## src/rtl/spi_master_txn_sequencer_if.sv

```systemverilog
// Host and SPI-master side signals of the transaction sequencer.
// The master modport is the sequencer's view; slave is the host plus SPI master core.
interface spi_master_txn_sequencer_if #(
  parameter int N     = 8,
  parameter int DEPTH = 4
);
  localparam int LW = $clog2(DEPTH) + 1;

  logic [N-1:0]  tx_data_i;
  logic          tx_valid_i;
  logic          tx_ready_o;
  logic [N-1:0]  rx_data_o;
  logic          rx_valid_o;
  logic          rx_ready_i;
  logic          start_o;
  logic [N-1:0]  spi_data_o;
  logic          done_i;
  logic [N-1:0]  spi_rx_i;
  logic          busy_o;
  logic          timeout_err_o;
  logic [LW-1:0] tx_level_o;
  logic [LW-1:0] rx_level_o;

  modport master (
    input  tx_data_i, tx_valid_i, rx_ready_i, done_i, spi_rx_i,
    output tx_ready_o, rx_data_o, rx_valid_o, start_o, spi_data_o,
           busy_o, timeout_err_o, tx_level_o, rx_level_o
  );

  modport slave (
    output tx_data_i, tx_valid_i, rx_ready_i, done_i, spi_rx_i,
    input  tx_ready_o, rx_data_o, rx_valid_o, start_o, spi_data_o,
           busy_o, timeout_err_o, tx_level_o, rx_level_o
  );
endinterface

```

## src/rtl/spi_master_txn_sequencer.sv

```systemverilog
// TX FIFO -> one SPI master transfer per byte -> RX FIFO, with a per-transfer timeout.
// spi_data_o is loaded on the IDLE->LOAD edge so it is already stable while start_o is high.
module spi_master_txn_sequencer #(
  parameter int N       = 8,
  parameter int DEPTH   = 4,
  parameter int TIMEOUT = 64
) (
  input logic                     clk_c,
  input logic                     reset_r,
  spi_master_txn_sequencer_if.master bus
);
  localparam int AW = $clog2(DEPTH);
  localparam int LW = AW + 1;
  localparam int TW = $clog2(TIMEOUT) + 1;

  localparam logic [1:0] S_IDLE = 2'd0;
  localparam logic [1:0] S_LOAD = 2'd1;
  localparam logic [1:0] S_WAIT = 2'd2;

  logic [1:0]    state_q, state_d;
  logic [N-1:0]  tx_mem_q [DEPTH];
  logic [N-1:0]  tx_mem_d [DEPTH];
  logic [N-1:0]  rx_mem_q [DEPTH];
  logic [N-1:0]  rx_mem_d [DEPTH];
  logic [AW-1:0] tx_wptr_q, tx_wptr_d, tx_rptr_q, tx_rptr_d;
  logic [AW-1:0] rx_wptr_q, rx_wptr_d, rx_rptr_q, rx_rptr_d;
  logic [LW-1:0] tx_level_q, tx_level_d, rx_level_q, rx_level_d;
  logic [N-1:0]  spi_data_q, spi_data_d;
  logic [TW-1:0] timer_q, timer_d;
  logic          timeout_err_q, timeout_err_d;

  logic tx_full, rx_full, tx_push, tx_pop, rx_push, rx_pop;

  assign tx_full = (tx_level_q == LW'(DEPTH));
  assign rx_full = (rx_level_q == LW'(DEPTH));
  assign tx_push = bus.tx_valid_i && !tx_full;
  assign rx_pop  = bus.rx_ready_i && (rx_level_q != '0);

  always_comb begin
    state_d       = state_q;
    spi_data_d    = spi_data_q;
    timer_d       = timer_q;
    timeout_err_d = timeout_err_q;
    tx_pop        = 1'b0;
    rx_push       = 1'b0;
    case (state_q)
      S_IDLE: begin
        // RX space is reserved before launching, so the returned byte always fits
        if ((tx_level_q != '0) && !rx_full && !bus.done_i) begin
          state_d    = S_LOAD;
          tx_pop     = 1'b1;
          spi_data_d = tx_mem_q[tx_rptr_q];
        end
      end
      S_LOAD: begin
        timer_d = '0;
        state_d = S_WAIT;
      end
      S_WAIT: begin
        timer_d = timer_q + TW'(1);
        if (bus.done_i) begin
          rx_push = 1'b1;
          state_d = S_IDLE;
        end else if (timer_q == TW'(TIMEOUT - 1)) begin
          timeout_err_d = 1'b1;
          state_d       = S_IDLE;
        end
      end
      default: state_d = S_IDLE;
    endcase
  end

  always_comb begin
    tx_mem_d  = tx_mem_q;
    rx_mem_d  = rx_mem_q;
    tx_wptr_d = tx_push ? tx_wptr_q + AW'(1) : tx_wptr_q;
    tx_rptr_d = tx_pop  ? tx_rptr_q + AW'(1) : tx_rptr_q;
    rx_wptr_d = (rx_push && !rx_full) ? rx_wptr_q + AW'(1) : rx_wptr_q;
    rx_rptr_d = rx_pop  ? rx_rptr_q + AW'(1) : rx_rptr_q;
    if (tx_push) tx_mem_d[tx_wptr_q] = bus.tx_data_i;
    if (rx_push && !rx_full) rx_mem_d[rx_wptr_q] = bus.spi_rx_i;
    tx_level_d = tx_level_q;
    case ({tx_push, tx_pop})
      2'b10:   tx_level_d = tx_level_q + LW'(1);
      2'b01:   tx_level_d = tx_level_q - LW'(1);
      default: tx_level_d = tx_level_q;
    endcase
    rx_level_d = rx_level_q;
    case ({rx_push && !rx_full, rx_pop})
      2'b10:   rx_level_d = rx_level_q + LW'(1);
      2'b01:   rx_level_d = rx_level_q - LW'(1);
      default: rx_level_d = rx_level_q;
    endcase
  end

  always_ff @(posedge clk_c) begin
    if (reset_r) begin
      state_q       <= S_IDLE;
      tx_wptr_q     <= '0;
      tx_rptr_q     <= '0;
      rx_wptr_q     <= '0;
      rx_rptr_q     <= '0;
      tx_level_q    <= '0;
      rx_level_q    <= '0;
      spi_data_q    <= '0;
      timer_q       <= '0;
      timeout_err_q <= 1'b0;
    end else begin
      state_q       <= state_d;
      tx_wptr_q     <= tx_wptr_d;
      tx_rptr_q     <= tx_rptr_d;
      rx_wptr_q     <= rx_wptr_d;
      rx_rptr_q     <= rx_rptr_d;
      tx_level_q    <= tx_level_d;
      rx_level_q    <= rx_level_d;
      spi_data_q    <= spi_data_d;
      timer_q       <= timer_d;
      timeout_err_q <= timeout_err_d;
    end
  end

  // Storage needs no reset: levels gate every read
  always_ff @(posedge clk_c) begin
    tx_mem_q <= tx_mem_d;
    rx_mem_q <= rx_mem_d;
  end

  assign bus.tx_ready_o    = !tx_full;
  assign bus.rx_data_o     = rx_mem_q[rx_rptr_q];
  assign bus.rx_valid_o    = (rx_level_q != '0);
  assign bus.start_o       = (state_q == S_LOAD);
  assign bus.spi_data_o    = spi_data_q;
  assign bus.busy_o        = (state_q != S_IDLE);
  assign bus.timeout_err_o = timeout_err_q;
  assign bus.tx_level_o    = tx_level_q;
  assign bus.rx_level_o    = rx_level_q;
endmodule

```

## src/flat_wrapper.sv

```systemverilog
// flat-port wrapper written by rule: the top's interface ports become plain ports
module spi_master_txn_sequencer_flat 
#(
  parameter int N       = 8,
  parameter int DEPTH   = 4,
  parameter int TIMEOUT = 64
)
  (clk_c, reset_r, bus_tx_data_i, bus_tx_valid_i, bus_rx_ready_i, bus_done_i, bus_spi_rx_i, bus_tx_ready_o, bus_rx_data_o, bus_rx_valid_o, bus_start_o, bus_spi_data_o, bus_busy_o, bus_timeout_err_o, bus_tx_level_o, bus_rx_level_o);
  spi_master_txn_sequencer_if #(.N(N), .DEPTH(DEPTH)) bus_i ();
  input logic clk_c;
  input logic reset_r;
  input wire logic [$bits(bus_i.tx_data_i)-1:0] bus_tx_data_i;
  input wire logic [$bits(bus_i.tx_valid_i)-1:0] bus_tx_valid_i;
  input wire logic [$bits(bus_i.rx_ready_i)-1:0] bus_rx_ready_i;
  input wire logic [$bits(bus_i.done_i)-1:0] bus_done_i;
  input wire logic [$bits(bus_i.spi_rx_i)-1:0] bus_spi_rx_i;
  output wire logic [$bits(bus_i.tx_ready_o)-1:0] bus_tx_ready_o;
  output wire logic [$bits(bus_i.rx_data_o)-1:0] bus_rx_data_o;
  output wire logic [$bits(bus_i.rx_valid_o)-1:0] bus_rx_valid_o;
  output wire logic [$bits(bus_i.start_o)-1:0] bus_start_o;
  output wire logic [$bits(bus_i.spi_data_o)-1:0] bus_spi_data_o;
  output wire logic [$bits(bus_i.busy_o)-1:0] bus_busy_o;
  output wire logic [$bits(bus_i.timeout_err_o)-1:0] bus_timeout_err_o;
  output wire logic [$bits(bus_i.tx_level_o)-1:0] bus_tx_level_o;
  output wire logic [$bits(bus_i.rx_level_o)-1:0] bus_rx_level_o;
  assign bus_i.tx_data_i = bus_tx_data_i;
  assign bus_i.tx_valid_i = bus_tx_valid_i;
  assign bus_i.rx_ready_i = bus_rx_ready_i;
  assign bus_i.done_i = bus_done_i;
  assign bus_i.spi_rx_i = bus_spi_rx_i;
  assign bus_tx_ready_o = bus_i.tx_ready_o;
  assign bus_rx_data_o = bus_i.rx_data_o;
  assign bus_rx_valid_o = bus_i.rx_valid_o;
  assign bus_start_o = bus_i.start_o;
  assign bus_spi_data_o = bus_i.spi_data_o;
  assign bus_busy_o = bus_i.busy_o;
  assign bus_timeout_err_o = bus_i.timeout_err_o;
  assign bus_tx_level_o = bus_i.tx_level_o;
  assign bus_rx_level_o = bus_i.rx_level_o;
  spi_master_txn_sequencer #(.N(N), .DEPTH(DEPTH), .TIMEOUT(TIMEOUT)) u_core (.clk_c(clk_c), .reset_r(reset_r), .bus(bus_i));
endmodule
```

## config.mk

```make
export PLATFORM = sky130hd
export DESIGN_NAME = spi_master_txn_sequencer_flat
export DESIGN_NICKNAME = d
export VERILOG_FILES = /design/src/rtl/spi_master_txn_sequencer_if.sv /design/src/rtl/spi_master_txn_sequencer.sv /design/src/flat_wrapper.sv
export SDC_FILE = /design/constraint.sdc
export NUM_CORES = 1
export LEC_CHECK = 0
export BUFFER_PORTS_ARGS = -buffer_cell sky130_fd_sc_hd__clkbuf_2
export CORE_MARGIN = 8
export CORE_UTILIZATION = 48
export DETAILED_ROUTE_END_ITERATION = 7
export PLACE_DENSITY_LB_ADDON = 0.1
export SETUP_SLACK_MARGIN = 0.02
export SLEW_MARGIN = 20
export SYNTH_ARGS = -nofsm -noshare
export SYNTH_HDL_FRONTEND = slang
export SYNTH_SLANG_ARGS = --single-unit
export TNS_END_PERCENT = 1
```

## constraint.sdc

```tcl
create_clock -name clk_c -period 6.8 [get_ports clk_c]
set_input_delay 2.04 -clock clk_c [delete_from_list [all_inputs] [get_ports clk_c]]
set_output_delay 2.04 -clock clk_c [all_outputs]
set_load 0.01 [all_outputs]
```

# After elaboration in Yosys (flattened, before gate mapping)
# Cells that the tools add are included.
word_totals:
  reg_bits: 96
  inputBits: 21
  output_inout_bits: 27
  word_cells: 92
op_classes:
  n_eq_ne: 11
  bitwise: 5
  addsub: 9
  magnitude_cmp: 6
  n_mux: 23
  n_reduce_logical: 20
ops:
  columns: ["cell", "count"]
  rows:
  - ["bitwise mux 32 bit", 2]
  - ["two-way mux 8 bit", 6]
  - ["binary-select mux 8 bit (select 2 bit)", 2]
  - ["demux 8 bit (select 2 bit)", 2]
  - ["one-hot mux 7 bit (2 select lines)", 1]
  - [">= comparator 3 bit, second input constant", 4]
  - ["inverter 2 -> 3 bit", 4]
  - ["one-hot mux 3 bit (2 select lines)", 2]
  - ["adder 2 x 1 -> 2 bit, second input constant", 4]
  - ["nonzero test 2 bit", 4]
  - ["adder 7 x 1 -> 7 bit, second input constant", 1]
  - ["== test 7 x 6 -> 1 bit, second input constant", 1]
  - ["logical AND 1 bit", 7]
  - ["adder 3 x 1 -> 3 bit, second input constant", 2]
  - ["== test 2 x 1 -> 1 bit, second input constant", 3]
  - ["== test 2 bit, second input constant", 3]
  - ["== test 3 bit, second input constant", 2]
  - ["less-than comparator 3 x 1 -> 1 bit, second input constant", 2]
  - ["two-way mux 2 bit", 3]
  - ["one-hot mux 2 bit (3 select lines)", 1]
  - ["nonzero test 3 bit", 2]
  - ["subtractor 3 x 1 -> 3 bit, second input constant", 2]
  - ["two-way mux 1 bit", 4]
  - ["AND reduction 2 bit", 2]
  - ["6 further kinds", 8]

# Logic depth before layout (Yosys ltp)
depth:
  depth_word: 8
  mapped_depth: 11
  mapped_depth_nobuf: 11

# Worst setup path after synthesis
# Ideal clock, no wire load.
synth_timing:
  path_type: "input -> register"
  start: "input port bus_done_i"
  end: "register u_core.tx_level_q[2] (netlist: u_core.bus.tx_level_o[2])"
  t_arrival_ps: 3652
  setup_time_ps: 70
  path_buffers: 1
  path_stages: 8
  path_slack_ps: 3078
  required_ps: 6730
  cell_sequence: "nor3_2 > buf_6 > ha_1 > inv_1 > fa_1 > xor2_1 > or3_2 > a21oi_1"
synth_via:
  elab_chain_len: 6
  word_cells_on_any_way: 8
  classes_between: "2 x eq/ne; 3 x mux; 3 x reduce/logical"
synth_lines:
  columns: ["item", "line_no", "rtl"]
  rows:
  - ["from (decl)", "flat_wrapper.sv:15", "input wire logic [$bits(bus_i.done_i)-1:0] bus_done_i;"]
  - ["logical NOT 1 bit *", "spi_master_txn_sequencer.sv:49", "if ((tx_level_q != '0) && !rx_full && !bus.done_i) begin"]
  - ["logical AND 1 bit *", "spi_master_txn_sequencer.sv:49", null]
  - ["two-way mux 1 bit *", "spi_master_txn_sequencer.sv:49", null]
  - ["two-way mux 1 bit *", "spi_master_txn_sequencer.sv:46", "case (state_q)"]
  - ["via u_core.tx_pop", "spi_master_txn_sequencer.sv:32", "logic tx_full, rx_full, tx_push, tx_pop, rx_push, rx_pop;"]
  - ["== test 2 x 1 -> 1 bit / == test 2 bit (equally long branches)", "spi_master_txn_sequencer.sv:83", "case ({tx_push, tx_pop})"]
  - ["one-hot mux 3 bit (2 select lines) / nonzero test 2 bit (equally long branches)", null, null]
  - ["to (signal assigned)", "spi_master_txn_sequencer.sv:114", "tx_level_q <= tx_level_d;"]
  - ["to (decl)", "spi_master_txn_sequencer.sv:27", "logic [LW-1:0] tx_level_q, tx_level_d, rx_level_q, rx_level_d;"]
# The timed path passes the listed nets; every way through them passes the cells marked *.
# A chain may end at the register's enable or synchronous reset.

# Worst setup path after layout
layout_timing:
  start: "input port bus_done_i"
  end: "register u_core.tx_level_q[2] (netlist: u_core.bus.tx_level_o[2])"
layout_via:
  elab_chain_len: 6
  word_cells_on_any_way: 8
  classes_between: "2 x eq/ne; 3 x mux; 3 x reduce/logical"
layout_lines:
  columns: ["item", "line_no"]
  rows:
  - ["logical NOT 1 bit *", "spi_master_txn_sequencer.sv:49"]
  - ["logical AND 1 bit *", "spi_master_txn_sequencer.sv:49"]
  - ["two-way mux 1 bit *", "spi_master_txn_sequencer.sv:49"]
  - ["two-way mux 1 bit *", "spi_master_txn_sequencer.sv:46"]
  - ["== test 2 x 1 -> 1 bit / == test 2 bit (equally long branches)", "spi_master_txn_sequencer.sv:83"]
  - ["one-hot mux 3 bit (2 select lines) / nonzero test 2 bit (equally long branches)", null]
# Every way passes the cells marked *; elsewhere a longest branch is shown, timed or not.

==> impl_metrics.tcl <==
set metrics [dict create \
    fin_setup_tns_ns 0 \
    avgSynthCellArea_um2 15.3 \
    antenna_cells_inserted 0 \
    layout_common_cells "64 x edfxtp_1, 47 x clkbuf_2, 32 x dfxtp_1" \
    grt_start_max_net_pins 29 \
    cts_num_sinks 96 \
    number_of_i_o_pins 48 \
    yosysWarnings 0 \
    required_ns 7.08 \
    clock_path_buffers 2 \
    critPathBufInv 2 \
    place_congestion 0.698 \
    yosysSeqAreaShare_pct 64.6 \
    drc 0 \
    hp-class "reg -> reg" \
    crit_path_max_incr_delay_ns 0.61 \
    core.rowCount 33 \
    area_growth_pct 13.8 \
    cap_viol_max_count 0 \
    postRouteAntennaNets 0 \
    dr.pass1.iters 4 \
    antenna_found_initial 0 \
    total_power_mw 1.49 \
    tritoncts "done" \
    report.final.setup_viol 0 \
    fraction_of_layout_instances_using_a_drive_strength_above_1_pct 29.7 \
    via_count_of_the_first_global_routing_pass 2299 \
    ys_ff_latch 96 \
    synth_nets 297 \
    post_layout_util_pct 55.5 \
    post_cts_hold_buffer_count 0 \
    maxSlewViolCount 0 \
    number_of_vias_in_the_routed_layout 2157 \
    critPathTopFamily "simple AND/OR/NAND/NOR gates" \
    final.setup_skew_ns 0.0117 \
    synth_edf_count 64 \
    floorplan.initialDensity_pct 48.8 \
    post-route-period-util_pct 58.2 \
    cts_setup_buffers 0 \
    crit_path_end_kind "flip-flop" \
    max_freq_mhz 253 \
    synth_ff_type "edfxtp_1" \
    power.static_leakage_nw 1.61 \
    vert_die_dim_um 107 \
    buffer_ports.inserted 47 \
    cts-htree-levels 3 \
    root_buffer "clkbuf_8" \
    clock_latency_ns 0.36 \
    final-hold-violation-count 0 \
    finalNetCount 346 \
    cp_max_fo 10 \
    synth_cells 259 \
    final.fill_count 661 \
    cts.reportedPaths.clkPinSlew_ns 0.09 \
    die_w_um 107 \
    grt_util_all_layers_pct 12.9 \
    count_of_routing_violations_after_the_opening_detailed_route_iteration 61 \
    final_common_cell "edfxtp_1" \
    cts_buffers 9 \
    dpl.hpwl_mm 4.66 \
    period_needed_ns 3.96 \
    slew-limit-headroom_pct 54.6 \
    design.core.area_mm2 0.00813 \
    async_flop_share_pct 0 \
    start_kind "input port" \
    cell_by_cell_listing_of_the_critical_path "clkbuf_2 > nor3_4 > ha_1 > inv_1 > fa_1 > xor2_1 > or3_2 > a21oi_1" \
    cts_resized 0 \
    global_route_wire_length_before_repair_mm 11.3 \
    synthesis.area_mm2 0.00397 \
    number_of_distinct_standard_cells_referenced_by_the_synthesized_netlist 39 \
    outcome "complete, no violations" \
    global_route.overflow_total 0 \
    unrepaired_setup_endpoints_after_global_routing "false" \
    ir_drop_mv 0.176 \
    powerDensity_mw_per_mm2 329 \
    timing.critical_path.slowest_stage_cell "nor3_4" \
    dieArea_mm2 0.0114 \
    route.detailed.vias_per_inst 5.16 \
    crit_type "in -> reg" \
    wl_per_cell_um 16.3 \
    worst-slew-pin-transition_ns 0.679 \
    critPathArrivalTime_ns 4.24 \
    totalWireLength_mm 6.82 \
]
==> final timing paths <==
path | startpoint | endpoint | slack [ns] | cells past startpoint
max | bus_done_i | u_core.bus.tx_level_o[2] | 2.84 | 8
min | u_core.bus.timeout_err_o | u_core.bus.timeout_err_o | 0.49 | 2
max reg2reg | u_core.state_q[1] | u_core.bus.tx_level_o[2] | 3.98 | 10
min reg2reg | u_core.bus.timeout_err_o | u_core.bus.timeout_err_o | 0.49 | 2
==> cells by family (layout without fill, tap and decap cells) <==
logic type	count (synthesis)	in the layout	share of synthesized area, %
AO/OA/AOI/OAI	16	16	2.65
buffers and inverters	26	80	2.87
XOR/XNOR	14	14	3.09
flip-flops	96	96	64.6
AND/OR/NAND/NOR	62	62	8.93
adder cells (fa/ha/maj)	17	17	5.74
multiplexers	28	28	12.1
==> cells in the mapped netlist (all sizes together), types with 3 or more instances <==
cell,count,area share (%)
nor3,4,0.91
buf,6,0.85
nand2b,4,0.63
dfxtp,32,16
xor2,8,1.8
or3,5,0.82
edfxtp,64,48
clkbuf,3,0.28
and3,4,0.76
nand2,6,0.63
nor2,28,2.6
a21oi,7,0.98
and2,5,0.85
ha,15,4.7
mux4,16,9.1
o21ai,4,0.50
inv,16,1.5
xnor2,6,1.3
mux2i,12,3.0
==> sequential cells by signal, summed over array words and instances (netlist names) <==
register                  flops
u_core.tx_wptr_q              2
u_core.timer_q                7
u_core.rx_rptr_q              2
u_core.tx_mem_q              32
u_core.state_q                2
u_core.bus.tx_level_o         3
u_core.bus.timeout_err_o      1
u_core.bus.spi_data_o         8
u_core.rx_wptr_q              2
u_core.bus.rx_level_o         3
u_core.tx_rptr_q              2
u_core.rx_mem_q              32
==> metrics by stage <==
step,hold slack [ns],area (µm²),cells,setup slack (ns)
finish,0.489,4510,418,2.84
global route,0.516,4510,418,2.73
CTS,0.491,4510,418,2.52
detailed placement,0.465,4290,402,2.13
global placement,0.473,4290,402,2.23
floorplan,0.453,3970,259,3.08
==> power breakdown <==
group	switching, mW	leakage (nW)	internal (mW)	total [mW]
Combinational	0.172	0.660	0.168	0.339
Sequential	0.0603	0.841	0.682	0.742
Clock	0.195	0.107	0.209	0.405
==> area by class of cell <==
class	count	area, µm²	share of cell area [%]
well taps	105	131	2.91
repair buffers	47	235	5.21
inverters	17	68.8	1.53
flip-flops and latches	96	2560	56.8
clock inverters	6	90.1	2.00
multi-input cells	137	1300	28.7
clock buffers	10	128	2.83
==> routing by layer <==
layer  track usage [%]  share of wire [%]
met5                 0                  0
met4              5.13                1.5
met3              4.14                4.9
met2              21.0                 48
met1              15.6                 45
==> worst reg2reg max path: cells and delay by family (launching register included) <==
| family | cells | cell delay, ns |
|---|---|---|
| AND/OR/NAND/NOR | 2 | 0.97 |
| adder cells (fa/ha/maj) | 3 | 0.84 |
| flip-flops | 1 | 0.33 |
| AO/OA/AOI/OAI | 2 | 0.28 |
| XOR/XNOR | 1 | 0.17 |
| buffers and inverters | 2 | 0.16 |
Power figures use the tool's default switching activity.
